`src/rtl/tx_comma_serializer_pkg.sv`:
```
// ----------------------------------------------------------------------------
// serdes_tx_pkg
// Shared definitions for the transmit comma serializer slice:
//   SYMBOL_W    - width of one line symbol (fixed at 10)
//   K28_5_RDN   - K28.5 comma, running disparity negative (10'h0FA)
//   K28_5_RDP   - K28.5 comma, running disparity positive (10'h305)
//   LAST_BIT    - bit index of the final bit of a symbol
//   tx_state_e  - serializer FSM encoding (IDLE / COMMA / DATA)
// ----------------------------------------------------------------------------
package serdes_tx_pkg;

   localparam int SYMBOL_W = 10;

   localparam logic [SYMBOL_W-1:0] K28_5_RDN = 10'h0FA;
   localparam logic [SYMBOL_W-1:0] K28_5_RDP = 10'h305;

   localparam logic [3:0] LAST_BIT = 4'd9;

   typedef enum logic [1:0] {
      ST_IDLE  = 2'b00,
      ST_COMMA = 2'b01,
      ST_DATA  = 2'b10
   } tx_state_e;

endpackage

```
`src/rtl/tx_comma_serializer_if.sv`:
```
// ----------------------------------------------------------------------------
// tx_comma_serializer_if
// Symbol handshake between the upstream 8b/10b encoder and the serializer.
//   tx_data  - 10-bit encoded symbol offered by upstream
//   tx_valid - tx_data holds a symbol
//   tx_ready - serializer is loading its symbol slot this cycle
//
// Handshake: a symbol transfers in exactly the cycle where tx_ready and
// tx_valid are both high. tx_ready is a one-cycle pulse raised once per
// symbol slot (the last bit of the previous symbol); it does not wait for
// tx_valid. If tx_valid is low in that cycle the slot is filled with a comma
// and the upstream symbol (if any arrives later) waits for the next slot.
// tx_data/tx_valid are ignored whenever tx_ready is low.
//   master - upstream encoder side
//   slave  - serializer side
// ----------------------------------------------------------------------------
interface tx_comma_serializer_if;
   import serdes_tx_pkg::*;

   logic [SYMBOL_W-1:0] tx_data;
   logic                tx_valid;
   logic                tx_ready;

   modport master (output tx_data, output tx_valid, input tx_ready);
   modport slave  (input tx_data, input tx_valid, output tx_ready);

endinterface

```
`src/rtl/tx_comma_serializer_piso.sv`:
```
// ----------------------------------------------------------------------------
// tx_piso_10b
// Parallel-in / serial-out symbol register. Shifts right so the symbol leaves
// LSB-first; zeros are shifted in from the top.
//   clk, rst - clock and synchronous active-high reset
//   clear    - force the register to zero (highest priority after rst)
//   load     - load din
//   shift    - shift right by one
//   din      - parallel symbol
//   sout     - current line bit (register bit 0)
// ----------------------------------------------------------------------------
module tx_piso_10b
   import serdes_tx_pkg::*;
(
   input  logic                clk,
   input  logic                rst,
   input  logic                clear,
   input  logic                load,
   input  logic                shift,
   input  logic [SYMBOL_W-1:0] din,
   output logic                sout
);

   logic [SYMBOL_W-1:0] shift_reg;

   always_ff @(posedge clk) begin
      if (rst || clear) begin
         shift_reg <= '0;
      end else if (load) begin
         shift_reg <= din;
      end else if (shift) begin
         shift_reg <= {1'b0, shift_reg[SYMBOL_W-1:1]};
      end
   end

   assign sout = shift_reg[0];

endmodule

```
`src/rtl/tx_comma_serializer.sv`:
```
// ----------------------------------------------------------------------------
// tx_comma_serializer
// Transmit framer for the 10-bit PHY lane. When enabled it sends a burst of
// K28.5 alignment commas (alternating RD-/RD+), then serializes upstream
// symbols LSB-first, one bit per clk. Empty data slots are filled with
// commas that continue the RD-/RD+ alternation.
//
// Ports:
//   clk          - bit-rate clock
//   rst          - synchronous active-high reset
//   tx_en        - link enable (level); sampled in IDLE and at symbol ends
//   comma_number - alignment comma count, captured on leaving IDLE (0 -> 1)
//   up           - symbol handshake (slave side, see tx_comma_serializer_if)
//   serial_out   - line bit
//   symbol_pulse - high during bit 9 of every transmitted symbol
//   state_o      - FSM state: 00 IDLE, 01 COMMA, 10 DATA
//   underrun_cnt - (only with TX_UNDERRUN_CNT_EN) saturating count of data
//                  slots filled with a comma because tx_valid was low
//
// Build option: define TX_UNDERRUN_CNT_EN to add underrun_cnt.
// ----------------------------------------------------------------------------
module tx_comma_serializer
   import serdes_tx_pkg::*;
#(
   parameter logic [SYMBOL_W-1:0] COMMA_P = K28_5_RDN,
   parameter logic [SYMBOL_W-1:0] COMMA_N = K28_5_RDP
) (
   input  logic                       clk,
   input  logic                       rst,
   input  logic                       tx_en,
   input  logic [2:0]                 comma_number,
   tx_comma_serializer_if.slave       up,
   output logic                       serial_out,
   output logic                       symbol_pulse,
   output logic [1:0]                 state_o
`ifdef TX_UNDERRUN_CNT_EN
   ,
   output logic [15:0]                underrun_cnt
`endif
);

   tx_state_e           state;
   logic [3:0]          bit_cnt;
   logic [2:0]          comma_cnt;   // alignment commas completed so far
   logic [2:0]          n_lat;       // captured alignment comma target
   logic                disp_n;      // next alternating comma is COMMA_N

   logic                slot_end;
   logic                commas_done;
   logic                ready_c;
   logic                load_comma;
   logic                piso_clear;
   logic                piso_load;
   logic                piso_shift;
   logic [SYMBOL_W-1:0] piso_din;

   // Slot decisions are taken in the last bit of a symbol so the next symbol
   // is in the shift register in time for its bit 0. tx_ready has to be
   // combinational on tx_en because upstream samples it in the same cycle it
   // presents tx_valid.
   always_comb begin
      slot_end    = (state != ST_IDLE) && (bit_cnt == LAST_BIT);
      commas_done = (({1'b0, comma_cnt} + 4'd1) >= {1'b0, n_lat});
      ready_c     = slot_end && tx_en && ((state == ST_DATA) || commas_done);
      load_comma  = slot_end && tx_en &&
                    (((state == ST_COMMA) && !commas_done) ||
                     (ready_c && !up.tx_valid));

      piso_clear  = 1'b0;
      piso_load   = 1'b0;
      piso_shift  = (state != ST_IDLE);
      piso_din    = disp_n ? COMMA_N : COMMA_P;

      if (state == ST_IDLE) begin
         if (tx_en) begin
            piso_load = 1'b1;
            piso_din  = COMMA_P;
         end else begin
            piso_clear = 1'b1;
         end
      end else if (slot_end) begin
         if (!tx_en) begin
            // Symbol finished with the link disabled: line drops to 0.
            piso_clear = 1'b1;
         end else if (load_comma) begin
            piso_load = 1'b1;
         end else if (ready_c) begin
            piso_load = 1'b1;
            piso_din  = up.tx_data;
         end
      end
   end

   tx_piso_10b u_piso (
      .clk   (clk),
      .rst   (rst),
      .clear (piso_clear),
      .load  (piso_load),
      .shift (piso_shift),
      .din   (piso_din),
      .sout  (serial_out)
   );

   always_ff @(posedge clk) begin
      if (rst) begin
         state     <= ST_IDLE;
         bit_cnt   <= '0;
         comma_cnt <= '0;
         n_lat     <= '0;
         disp_n    <= 1'b0;
      end else begin
         // Only alternating commas flip the disparity toggle; data does not.
         if (load_comma) begin
            disp_n <= ~disp_n;
         end

         case (state)
            ST_IDLE: begin
               if (tx_en) begin
                  state     <= ST_COMMA;
                  bit_cnt   <= '0;
                  comma_cnt <= '0;
                  n_lat     <= (comma_number == 3'd0) ? 3'd1 : comma_number;
                  // COMMA_P is being loaded now, so the next one is COMMA_N.
                  disp_n    <= 1'b1;
               end
            end

            ST_COMMA, ST_DATA: begin
               bit_cnt <= slot_end ? 4'd0 : (bit_cnt + 4'd1);
               if (slot_end) begin
                  if (!tx_en) begin
                     state <= ST_IDLE;
                  end else if (state == ST_COMMA) begin
                     comma_cnt <= comma_cnt + 3'd1;
                     if (commas_done) begin
                        state <= ST_DATA;
                     end
                  end
               end
            end

            default: begin
               state <= ST_IDLE;
            end
         endcase
      end
   end

`ifdef TX_UNDERRUN_CNT_EN
   always_ff @(posedge clk) begin
      if (rst) begin
         underrun_cnt <= '0;
      end else if (ready_c && !up.tx_valid && (underrun_cnt != 16'hFFFF)) begin
         underrun_cnt <= underrun_cnt + 16'd1;
      end
   end
`endif

   assign up.tx_ready   = ready_c;
   assign symbol_pulse  = slot_end;
   assign state_o       = state;

endmodule
```
`src/flat_wrapper.sv`:
```
// flat-port wrapper written by rule: the top's interface ports become plain ports
module tx_comma_serializer_flat import serdes_tx_pkg::*;
#(
   parameter logic [SYMBOL_W-1:0] COMMA_P = K28_5_RDN,
   parameter logic [SYMBOL_W-1:0] COMMA_N = K28_5_RDP
)
  (clk, rst, tx_en, comma_number, serial_out, symbol_pulse, state_o, up_tx_data, up_tx_valid, up_tx_ready);
  tx_comma_serializer_if up_i ();
  input  logic clk;
  input  logic rst;
  input  logic tx_en;
  input  logic [2:0] comma_number;
  output logic serial_out;
  output logic symbol_pulse;
  output logic [1:0] state_o;
  input wire logic [$bits(up_i.tx_data)-1:0] up_tx_data;
  input wire logic [$bits(up_i.tx_valid)-1:0] up_tx_valid;
  output wire logic [$bits(up_i.tx_ready)-1:0] up_tx_ready;
  assign up_i.tx_data = up_tx_data;
  assign up_i.tx_valid = up_tx_valid;
  assign up_tx_ready = up_i.tx_ready;
  tx_comma_serializer #(.COMMA_P(COMMA_P), .COMMA_N(COMMA_N)) u_core (.clk(clk), .rst(rst), .tx_en(tx_en), .comma_number(comma_number), .up(up_i), .serial_out(serial_out), .symbol_pulse(symbol_pulse), .state_o(state_o));
endmodule
```
`config.mk`:
```
export PLATFORM = sky130hd
export DESIGN_NAME = tx_comma_serializer_flat
export DESIGN_NICKNAME = d
export VERILOG_FILES = /design/src/rtl/tx_comma_serializer_pkg.sv /design/src/rtl/tx_comma_serializer_if.sv /design/src/rtl/tx_comma_serializer_piso.sv /design/src/rtl/tx_comma_serializer.sv /design/src/flat_wrapper.sv
export SDC_FILE = /design/constraint.sdc
export NUM_CORES = 1
export LEC_CHECK = 0
export CORE_MARGIN = 1.5
export CORE_UTILIZATION = 46
export DETAILED_ROUTE_END_ITERATION = 12
export PLACE_DENSITY = 0.71
export RECOVER_POWER = 100
export SYNTH_ARGS = -nofsm -noshare
export SYNTH_HDL_FRONTEND = slang
export SYNTH_SLANG_ARGS = --single-unit
```
`constraint.sdc`:
```
create_clock -name clk -period 3.1 [get_ports clk]
set_clock_uncertainty 0.2 [all_clocks]
set_input_delay 0.62 -clock clk [delete_from_list [all_inputs] [get_ports clk]]
set_output_delay 0.62 -clock clk [all_outputs]
set_load 0.02 [all_outputs]
```
Word level (Yosys, flattened, before mapping)

Cells that the tools add are included.

Register bits: 23
Input bits: 17
Logic and storage cells: 77

Add/sub/neg operators: 3
$lt $le $gt $ge: 1
Equal/unequal tests: 9
Multiplexer cells: 36
Bitwise gates (word level): 1
Reductions and logical operators: 21

Operators by type and width:

| cell                                          | count |
|---|---|
| 2-to-1 mux 10 bit                             | 9 |
| 2-to-1 mux 3 bit                              | 5 |
| 2-to-1 mux 1 bit                              | 12 |
| 2-to-1 mux 2 bit                              | 5 |
| 2-to-1 mux 4 bit                              | 2 |
| case mux 4 bit (2 select lines)               | 1 |
| logical AND 1 bit                             | 6 |
| != test 3 x 2 -> 1 bit, second input constant | 2 |
| case mux 3 bit (2 select lines)               | 1 |
| nonzero test 2 bit                            | 3 |
| AND reduction 5 bit                           | 1 |
| adder 3 x 1 -> 4 bit, second input constant   | 1 |
| adder 4 x 1 -> 4 bit, second input constant   | 1 |
| == test 4 bit, second input constant          | 1 |
| >= comparator 4 x 3 -> 1 bit                  | 1 |
| != test 2 x 1 -> 1 bit, second input constant | 2 |
| != test 2 bit, second input constant          | 2 |
| case mux 2 bit (2 select lines)               | 1 |
| AND reduction 2 bit                           | 2 |
| AND reduction 4 bit                           | 1 |
| adder 3 x 1 -> 3 bit, second input constant   | 1 |
| zero test 3 bit                               | 1 |
| logical OR 1 bit                              | 3 |
| == test 2 x 1 -> 1 bit, second input constant | 1 |
| 5 further kinds                               | 6 |

Logic depth before layout (Yosys ltp)

Gate-level depths: netlist (run 1).

Word-level depth: 12
Depth in mapped cells: 9

Modules after synthesis

A second synthesis (run 1) with hierarchy kept.

Cell total of the unflattened synthesis: 193
Area, all modules: 1647.8 µm²

Modules (own cells, without submodules):

| module              | instances | cells each | area an instance (µm²) |
|---|---|---|---|
| tx_comma_serializer | 1         | 149        | 1154.9 |
| tx_piso_10b         | 1         | 44         | 493.0 |

Worst setup path after synthesis (run 1)

Ideal clock, no wire load.

Path kind: register to output
From: register u_core.state[0], in the netlist u_core.state_o[0]
To: output port up_tx_ready
Arrival: 1.718 ns
Slack: 0.562 ns
Stages on the path, launching flop included: 7
Buffers on the path: 1
Cell sequence: dfxtp_1 -> inv_1 -> ha_1 -> nor4bb_1 -> buf_4 -> nand2_1 -> nor2_1

Word-level cells in the longest chain between the ends: 4
Elaborated cells between the ends (all ways): 6
Classes of those cells: eq/ne: 1; reduce/logical: 5

RTL lines:

| what                            | line                       | text |
|---|---|---|
| start: declaration              | tx_comma_serializer.sv:42  | `tx_state_e state;` |
| start signal: assignment        | tx_comma_serializer.sv:106 | `state <= ST_IDLE;` |
| start signal: assignment        | tx_comma_serializer.sv:120 | `state <= ST_COMMA;` |
| start signal: assignment        | tx_comma_serializer.sv:133 | `state <= ST_IDLE;` |
| nonzero test 2 bit              | tx_comma_serializer.sv:62  | `slot_end = (state != ST_IDLE) && (bit_cnt == LAST_BIT);` |
| logical AND 1 bit               | tx_comma_serializer.sv:62  |  |
| net symbol_pulse                | flat_wrapper.sv:14         | `output logic symbol_pulse;` |
| logical AND 1 bit (2 in series) | tx_comma_serializer.sv:64  | `ready_c = slot_end && tx_en && ((state == ST_DATA) \|\| commas_done);` |
| end: declaration                | flat_wrapper.sv:18         | `output wire logic [$bits(up_i.tx_ready)-1:0] up_tx_ready;` |

The timed path passes the listed nets, and every way through them passes these cells.

Worst setup path after layout (run 1)

From: register u_core.state[0], in the netlist u_core.state_o[0]
To: output port up_tx_ready

Word-level cells in the longest chain between the ends: 4
Elaborated cells between the ends (all ways): 6
Classes of those cells: eq/ne: 1; reduce/logical: 5

RTL lines:

| what                  | line |
|---|---|
| nonzero test 2 bit    | tx_comma_serializer.sv:62 |
| logical AND 1 bit     | tx_comma_serializer.sv:62 |
| logical AND 1 bit     | tx_comma_serializer.sv:64 |
| logical AND 1 bit (*) | tx_comma_serializer.sv:64 |

Mark *: on every way between the ends. The rest lies on a longest branch, timed or not.

==> flow_summary_export.csv, run 1 <==
group,metric,value,unit
synth,syn_area_per_cell,8.08,um2
synth,synth_nets,189,
synth,muxShareOfSynthArea,1.52,%
routing,ant_nets,0,
routing,wl_per_cell,14.8,um
synth,ys_seq_area_share,34.9,%
floorplan,ios,22,
setup_path,ff2ff_path_depth,8,
cells_and_area,final_cell_mix,"dfxtp_1 (21), a21oi_1 (19), clkdlybuf4s50_1 (15)",
clock_tree,cts_max_level,1,
synth,synth_top_area_share,34.9,%
synth,async_flop_share,0,%
clock_tree,max-clock-path-buffers,2,
setup_path,critPathCaptureType,"output pin",
synth,synth_cell_types,41,
synth,synth_compound_area_share,28.1,%
status,outcome,"complete, no violations",
routing,met3_length,98,um
cells_and_area,design_area,1610,um2
synth,syn_area,1320,um2
timing,min_period,2.96,ns
placement,gp_congestion,0.822,
synth,synth.largest_area_cell,"dfxtp_1",
timing,worst_pin_slew,0.628,ns
global_routing,grt_pass1_wl,5.47,mm
global_routing,grt_max_degree,15,
timing,finalHoldViolations,0,
routing,firstDrtPassIters,4,
setup_path,cp-startpoint,"u_core.state_o[0]",
timing,fmax,0.337,GHz
routing,num_vias,1280,
synth,ys_top_cells_by_area,"dfxtp_1 (35%), ha_1 (8.5%), a21oi_1 (6.8%)",
routing,wl_met1,1.51,mm
routing,totalWireLength,3.23,mm
cells_and_area,antenna_cells,0,
setup_path,r2r_setup_slack,0.44,ns
pwr,vdd_ir_drop_max,0.334,mV
setup_path,r2r_start,"u_core.comma_cnt[0]",
clock_tree,clk_pin_slew,0.13,ns
routing,drc_errors,0,
placement,place_area,1570,um2
setup_path,crit_end,"up_tx_ready",
setup_path,worstSetupPathType,"register to output pin",
floorplan,core_area,2730,um2
timing,timing.final.max_slew_violations,0,
cells_and_area,layout_commonest_cell,"dfxtp_1",
clock_tree,hold_buffers,0,
synth,syn-instance-count,163,
synth,synthAdderAreaFrac,8.55,%
synth,synth_top_family_by_area,"compound AO/OA/AOI/OAI gates",
clock_tree,root_buffer,"clkbuf_4",
floorplan,dieArea,3190,um2
setup_path,timing.rr.end,"u_core.u_piso.shift_reg[7]",
global_routing,grt_usage,21.5,%
routing,top_layer,"met4",
clock_tree,numCtsBuffers,3,
routing,wl_met2,1.58,mm
floorplan,die_y,56.5,um
setup_path,path_max_fanout,6,
synth,yosysWarnings,0,
synth,synth_xor_area_share,0.665,%
synth,synth_edf_count,0,
floorplan,start_util,48.2,%
timing,timing.setup.tns,0,ns
pwr,p_leak,0.624,nW
run,drv_cap,0,
pwr,power_density,388,nW/um2
synth,ys_ff_latch,23,
global_routing,grt_pass1_vias,1226,
cells_and_area,nNetsFinal,214,
global_routing,grt.overflow.total,0,
setup_path,critPathArrivalTime,2.14,ns
routing,drt_iter0_markers,54,
synth,synthSimpleGateAreaFrac,21.6,%
global_routing,antenna_found_initial,0,
clock_tree,cts.sinks,23,
synth,ys.flop_type,"dfxtp_1",
floorplan,die_w,56.5,um
setup_path,worst_ep_required_time,2.28,ns
placement,port_buffers,21,
routing,vias_per_cell,5.87,
cells_and_area,synthToLayoutAreaGrowth,22.0,%
setup_path,critPathLaunchType,"register",
floorplan,rows,19,
clock_tree,worstSkewPairLatency,0.31,ns
min_path,holdCritPathClass,"register to register",
placement,dp_hpwl,2.46,mm
cells_and_area,drive_gt1_share,9.63,%
timing,slew_headroom,58.1,%
timing,rsz0062_at_grt,"no",
cells_and_area,largest_reg_flops,10,
timing,timing.final.setup_violations,0,
timing,final.period_utilization,95.6,%
clock_tree,cts_tree,"done",
==> routing by layer <==
metal  up-vias  global-route usage (%)
li1        648                       -
met1       599                    29.3
met4         0                    7.48
met2        28                    35.2
met5         -                       0
met3         5                    2.30
==> how the worst min path moves through the flow <==
stage / slack [ns] / cells after the start / end / startpoint
floorplan: 0.23 / 2 / u_core.u_piso.shift_reg[0] / u_core.u_piso.shift_reg[1]
global placement: 0.25 / 2 / u_core.n_lat[2] / u_core.n_lat[2]
detailed placement: 0.25 / 2 / u_core.u_piso.shift_reg[8] / u_core.u_piso.shift_reg[9]
CTS: 0.26 / 2 / u_core.u_piso.shift_reg[8] / u_core.u_piso.shift_reg[9]
global route: 0.30 / 2 / u_core.u_piso.shift_reg[2] / u_core.u_piso.shift_reg[3]
finish: 0.26 / 2 / u_core.u_piso.shift_reg[8] / u_core.u_piso.shift_reg[9]
==> area by class of cell <==
| class | instances | area, um2 |
|---|---|---|
| tap | 31 | 38.8 |
| sequential | 23 | 463 |
| multi-input combinational | 126 | 803 |
| timing repair buffer | 26 | 245 |
| fill | 253 | 1130 |
| inverter | 8 | 30.0 |
| clock inverter | 1 | 5.00 |
| clock buffer | 3 | 22.5 |
==> power by group <==
| group | total, mW | leakage (nW) | switching (mW) | internal (mW) |
|---|---|---|---|---|
| logic | 0.160 | 0.417 | 0.0925 | 0.0670 |
| clock network | 0.141 | 0.0177 | 0.0930 | 0.0483 |
| registers | 0.324 | 0.189 | 0.0107 | 0.313 |
| total | 0.624 | 0.624 | 0.196 | 0.428 |
==> cells by family (layout without fill, tap and decap cells) <==
logic type | after synthesis | after routing
adders and majority gates | 9 | 9
xor gates and xnor gates | 1 | 1
and+or+nand+nor | 56 | 56
buffers and inverters | 14 | 38
muxes | 2 | 2
AOI/OAI and AO/OA | 58 | 58
DFF | 23 | 23
==> timing repair <==
action | 4_1_cts | 5_1_grt
setup buffers | 0 | 1
setup endpoints to repair | 2 | 2
pin swaps | 0 | 1
gates resized for setup | 3 | 6
==> critical path, cell delays in order, from the launching register on <==
cell           delay, ns
dfxtp_1             0.40
inv_1               0.08
ha_1                0.21
nor4bb_1            0.44
nand2_1             0.22
nor2_1              0.14
dlygate4sd2_1       0.34
==> metrics by stage <==
stage | hold slack, ns | total power, mW | setup WS, ns | utilization (%) | instances
after floorplan | 0.232 | 0.429 | 0.562 | - | 163
after global placement | 0.248 | 0.479 | 0.202 | 57.3 | 213
after detailed placement | 0.246 | 0.486 | 0.115 | 57.3 | 213
after CTS | 0.263 | 0.625 | 0.0304 | 58.5 | 217
after global routing | 0.299 | 0.661 | 0.0216 | 58.8 | 218
final | 0.261 | 0.624 | 0.135 | 58.8 | 218
==> synth_stat cells, drive strengths merged, types with 2 or more instances <==
library cell and instances:
buf 3, clkbuf 3, o21ai 13, inv 8, o22ai 3, nor2 15, a31oi 2, a211oi 7
nand2b 5, nand3 7, mux2i 2, o21a 3, dfxtp 23, a21oi 19, nand2 13, o21bai 2
and2 2, ha 9, nor3 7
Power figures use the tool's default switching activity.
==> run 2: changes to the inputs <==
--- a/config.mk
+++ b/config.mk
@@ -5,6 +5,7 @@
 export SDC_FILE = /design/constraint.sdc
 export NUM_CORES = 1
 export LEC_CHECK = 0
+export CORE_ASPECT_RATIO = 1.1
 export CORE_MARGIN = 1.5
 export CORE_UTILIZATION = 46
 export DETAILED_ROUTE_END_ITERATION = 12
==> run 2 against run 1 <==
Hold slack better by 0.017 ns. Global-route usage rose by 0.68 points. Utilization decreased by 0.36 points. Clock power about the same. First-iteration DRC count is 17% higher. Flip-flop and latch count is the same. Critical path type unchanged.
==> flow_summary_export.csv, run 2 (synthesis gave the netlist of run 1 again) <==
group,metric,value,unit
pwr,comb_power_share,25.3,%
clock_tree,worstSkewPairLatency,0.32,ns
min_path,min_to,"u_core.n_lat[2]",
timing,finalHoldViolations,0,
setup_path,ff2ff_path_depth,8,
global_routing,antenna_found_initial,0,
status,outcome,"complete, no violations",
pwr,clockPowerShare,23.0,%
placement,port_buffers,21,
timing,min_period,3.03,ns
timing,timing.final.max_slew_violations,0,
routing,vias_per_cell,5.97,
placement,dp.cells,215,
pwr,p_leak,0.600,nW
clock_tree,hold_buffers,0,
routing,totalWireLength,3.29,mm
global_routing,grt_pass1_vias,1283,
cells_and_area,largest_reg_flops,10,
routing,ant_nets,0,
pwr,swShare,31.5,%
setup_path,critPathArrivalTime,2.21,ns
floorplan,die_y,59.1,um
cells_and_area,synthToLayoutAreaGrowth,22.1,%
pwr,total_power,625,uW
routing,firstDrtPassIters,4,
floorplan,rows,20,
cells_and_area,final_cells,219,
cells_and_area,drive_gt1_share,9.68,%
pwr,power_density,389,nW/um2
pwr,power_switching,197,uW
floorplan,core_area,2750,um2
global_routing,grt_pass1_wl,5.25,mm
clock_tree,cts_tree,"done",
floorplan,die_w,54.0,um
pwr,p_int,428,uW
setup_path,r2r_start,"u_core.comma_cnt[0]",
setup_path,r2r_setup_slack,0.49,ns
setup_path,worstSetupPathType,"register to output pin",
global_routing,grt.overflow.total,0,
min_path,holdCritPathClass,"register to register",
clock_tree,numCtsBuffers,3,
placement,gp_congestion,0.879,
timing,final.period_utilization,97.6,%
timing,fmax,0.331,GHz
floorplan,ios,22,
cells_and_area,final_cell_mix,"dfxtp_1 (21), a21oi_1 (19), clkdlybuf4s50_1 (16)",
clock_tree,cts.sinks,23,
cells_and_area,antenna_cells,0,
setup_path,critPathCaptureType,"output pin",
min_path,whs_path_depth,2,
routing,wl_per_cell,15.0,um
routing,drt_iter0_markers,63,
clock_tree,max-clock-path-buffers,2,
clock_tree,clk_pin_slew,0.12,ns
floorplan,dieArea,3190,um2
clock_tree,cts_max_level,1,
placement,dp_hpwl,2.44,mm
setup_path,timing.rr.end,"u_core.u_piso.shift_reg[7]",
timing,timing.final.setup_violations,0,
setup_path,critPathLaunchType,"register",
min_path,min_from,"u_core.n_lat[2]",
pwr,vdd_ir_drop_max,0.205,mV
run,drv_cap,0,
global_routing,grt_max_degree,15,
routing,drc_errors,0,
setup_path,worst_ep_required_time,2.28,ns
timing,slew_headroom,52.2,%
setup_path,path_max_fanout,6,
clock_tree,cts_setup_buffers,0,
floorplan,start_util,47.9,%
timing,worst_pin_slew,0.717,ns
clock_tree,root_buffer,"clkbuf_4",
routing,num_vias,1308,
pwr,seqPwrFrac,51.7,%
cells_and_area,layout_commonest_cell,"dfxtp_1",
cells_and_area,nNetsFinal,213,
global_routing,grt_usage,22.2,%
## run 2: stage by stage
stage               hold slack [ns]  util [%]  setup WS (ns)  instance area, um2  TNS [ns]
global placement              0.240      57.0          0.188                1570         0
finish                        0.277      58.5         0.0744                1610         0
CTS                           0.275      58.1         0.0231                1600         0
global route                  0.292      58.5        -0.0119                1610   -0.0194
detailed placement            0.257      57.0         0.0791                1570         0
floorplan                     0.232         -          0.562                1320         0
## run 2: timing repair
action	CTS	global route
pin swaps	0	0
gates resized for setup	3	6
setup endpoints to repair	1	2
## run 2: per-layer routing
layer	part of all wire (%)	global-route usage [%]
met1	43	24.5
met2	50	38.0
met3	4.7	4.55
met4	2.0	13.9
met5	0	0
## run 2: how the worst max path moves through the flow
stage | startpoint | to | slack, ns | cells past startpoint
final | u_core.state_o[0] | symbol_pulse | 0.07 | 5
after global placement | u_core.comma_cnt[0] | up_tx_ready | 0.19 | 8
after floorplan | u_core.state_o[0] | up_tx_ready | 0.56 | 6
after CTS | u_core.state_o[0] | symbol_pulse | 0.02 | 5
after detailed placement | u_core.comma_cnt[0] | up_tx_ready | 0.08 | 8
after global routing | u_core.state_o[0] | symbol_pulse | -0.01 | 5
## run 2: power groups by stage
| stage | clock (mW) | combinational [mW] | sequential [mW] |
|---|---|---|---|
| 2_1_floorplan | 0 | 0.0996 | 0.329 |
| 3_3_place_gp | 0 | 0.153 | 0.329 |
| 3_5_place_dp | 0 | 0.157 | 0.330 |
| 4_1_cts | 0.147 | 0.160 | 0.323 |
| 5_1_grt | 0.161 | 0.174 | 0.326 |
| 6_report | 0.144 | 0.158 | 0.323 |
## run 2: final cells by class
| type | instances | area [um2] |
|---|---|---|
| multi-input cells | 126 | 813 |
| flip-flops and latches | 23 | 463 |
| well taps | 33 | 41.3 |
| inverters | 8 | 30.0 |
| repair buffers | 25 | 235 |
| clock buffers | 4 | 26.3 |
| fillers | 256 | 1140 |
## run 2: critical path, cell delays in order, from the launching register on
cell,delay (ns)
dfxtp_1,0.39
inv_1,0.08
ha_1,0.23
nor4bb_2,0.36
buf_4,0.21
clkdlybuf4s50_1,0.62
==> run 3: changes to the inputs <==
--- a/config.mk
+++ b/config.mk
@@ -7,9 +7,8 @@
 export LEC_CHECK = 0
 export CORE_ASPECT_RATIO = 1.1
 export CORE_MARGIN = 1.5
-export CORE_UTILIZATION = 46
+export CORE_UTILIZATION = 40
 export DETAILED_ROUTE_END_ITERATION = 12
-export PLACE_DENSITY = 0.71
 export RECOVER_POWER = 100
 export SYNTH_ARGS = -nofsm -noshare
 export SYNTH_HDL_FRONTEND = slang
==> run 3 against run 2 <==
The run now ends with design-rule violations left. Via count shrank 3.4%. Register-to-register slack lost 0.03 ns. Flip-flop and latch count is the same. Clock power is essentially flat. Routed wire length shrank 0.52%. Worst setup slack gained 0.029 ns. Combinational power is essentially flat. Non-clock buffer count is the same. Maximum frequency grew 0.97%. Critical path type unchanged. Largest power group unchanged. Highest routed layer unchanged.
==> flow_summary_export.csv, run 3 (synthesis gave the netlist of run 1 again) <==
group,metric,value,unit
clock_tree,max-clock-path-buffers,2,
global_routing,met2_usage,32.1,%
routing,ant_nets,0,
routing,firstDrtPassIters,8,
global_routing,grt_max_degree,15,
clock_tree,cts_max_level,1,
setup_path,critPathCaptureType,"output pin",
global_routing,grt.busiest_layer,"met2",
min_path,holdCritPathClass,"register to register",
timing,finalHoldViolations,0,
pwr,p_leak,0.597,nW
clock_tree,root_buffer,"clkbuf_4",
floorplan,rows,21,
timing,final.period_utilization,96.7,%
timing,timing.final.max_slew_violations,0,
routing,totalWireLength,3.27,mm
timing,fmax,0.334,GHz
timing,timing.final.setup_violations,0,
clock_tree,cts.sinks,23,
setup_path,critPathBufInv,3,
timing,slew_headroom,55.1,%
global_routing,grt_usage,18.4,%
cells_and_area,largest_reg_flops,10,
floorplan,ios,22,
global_routing,antenna_found_initial,0,
floorplan,die_y,63.2,um
floorplan,dieArea,3650,um2
cells_and_area,layout_commonest_cell,"dfxtp_1",
placement,port_buffers,21,
floorplan,core_area,3100,um2
timing,min_period,3.00,ns
status,violations,"design-rule violations",
floorplan,start_util,42.5,%
clock_tree,numCtsBuffers,3,
run,drv_cap,0,
global_routing,met3_usage,2.05,%
placement,place_ws,0.134,ns
setup_path,critPathLaunchType,"register",
placement,dp_hpwl,2.45,mm
placement,gp_congestion,0.849,
routing,drc_errors,4,
timing,timing.setup.tns,0,ns
cells_and_area,synthToLayoutAreaGrowth,21.2,%
setup_path,path_max_fanout,6,
pwr,power_density,388,nW/um2
global_routing,use_met1,23.2,%
status,outcome,"finished with violations",
timing,worst_pin_slew,0.674,ns
global_routing,grt_pass1_wl,5.35,mm
routing,num_vias,1263,
cells_and_area,final_cell_mix,"dfxtp_1 (21), a21oi_1 (19), clkdlybuf4s50_1 (16)",
timing,setup_slack,0.103,ns
cells_and_area,antenna_cells,0,
routing,vias_per_cell,5.74,
routing,drt_iter0_markers,54,
setup_path,critPathArrivalTime,2.18,ns
clock_tree,worstSkewPairLatency,0.31,ns
clock_tree,hold_buffers,0,
cells_and_area,drive_gt1_share,8.60,%
cells_and_area,nNetsFinal,213,
clock_tree,cts_setup_buffers,0,
setup_path,crit_path_top_delay_cell,"clkdlybuf4s50_1",
cells_and_area,fin_util,51.5,%
timing,rsz0062_at_grt,"no",
pwr,vdd_ir_drop_max,0.218,mV
setup_path,path_cells,"inv_1 > ha_1 > nor4bb_2 > buf_4 > clkdlybuf4s50_1",
global_routing,grt_pass1_vias,1194,
setup_path,worstSetupPathType,"register to output pin",
clock_tree,cts_tree,"done",
setup_path,max_stage_delay,0.60,ns
clock_tree,ctsResizeCount,1,
global_routing,grt.overflow.total,0,
routing,wl_per_cell,14.9,um
clock_tree,clk_pin_slew,0.12,ns
floorplan,die_w,57.7,um
setup_path,critPathTopFamily,"buffers and inverters",
setup_path,worst_ep_required_time,2.28,ns
==> run 3: cell types whose count changed in the layout (fill, tap and decap cells not counted), sizes merged <==
| cell | change |
|---|---|
| clkbuf | +1 |
| dlygate4sd2 | -1 |
==> run 3: final cells by class <==
cell class	instances	area, um2
repair buffers	25	231
well taps	34	42.5
multi-input cells	126	803
flip-flops and latches	23	463
fillers	317	1500
clock buffers	4	26.3
inverters	8	30.0
==> run 3: worst paths after layout <==
check	startpoint	end	slack, ns	depth (start not counted)
hold reg to reg	u_core.u_piso.shift_reg[1]	u_core.u_piso.shift_reg[0]	0.27	2
setup / recovery	u_core.state_o[1]	symbol_pulse	0.10	5
hold / removal	u_core.u_piso.shift_reg[1]	u_core.u_piso.shift_reg[0]	0.27	2
setup reg to reg	u_core.comma_cnt[0]	u_core.u_piso.shift_reg[7]	0.46	8
==> run 3: metrics by stage <==
step	area, um2	total power, mW	hold WS, ns	instances
after floorplan	1320	0.429	0.232	163
after global placement	1570	0.483	0.239	216
after detailed placement	1570	0.486	0.251	216
after CTS	1590	0.627	0.269	220
after global routing	1600	0.659	0.284	220
final	1600	0.619	0.265	220
==> run 3: routing by layer <==
layer	vias to the layer above	share of wire, %
li1	644	-
met1	587	43
met2	27	51
met3	5	4.0
met4	0	1.2
met5	-	0
==> run 3: power breakdown <==
group / switching (mW) / internal, mW
Combinational: 0.0916 / 0.0634
Sequential: 0.00975 / 0.313
Clock: 0.0916 / 0.0503
==> run 3: worst min-delay path, delay by kind of cell (launching register included) <==
kind            cells  cell delay, ns
compound gates      1            0.06
flops               1            0.32
simple gates        1            0.05
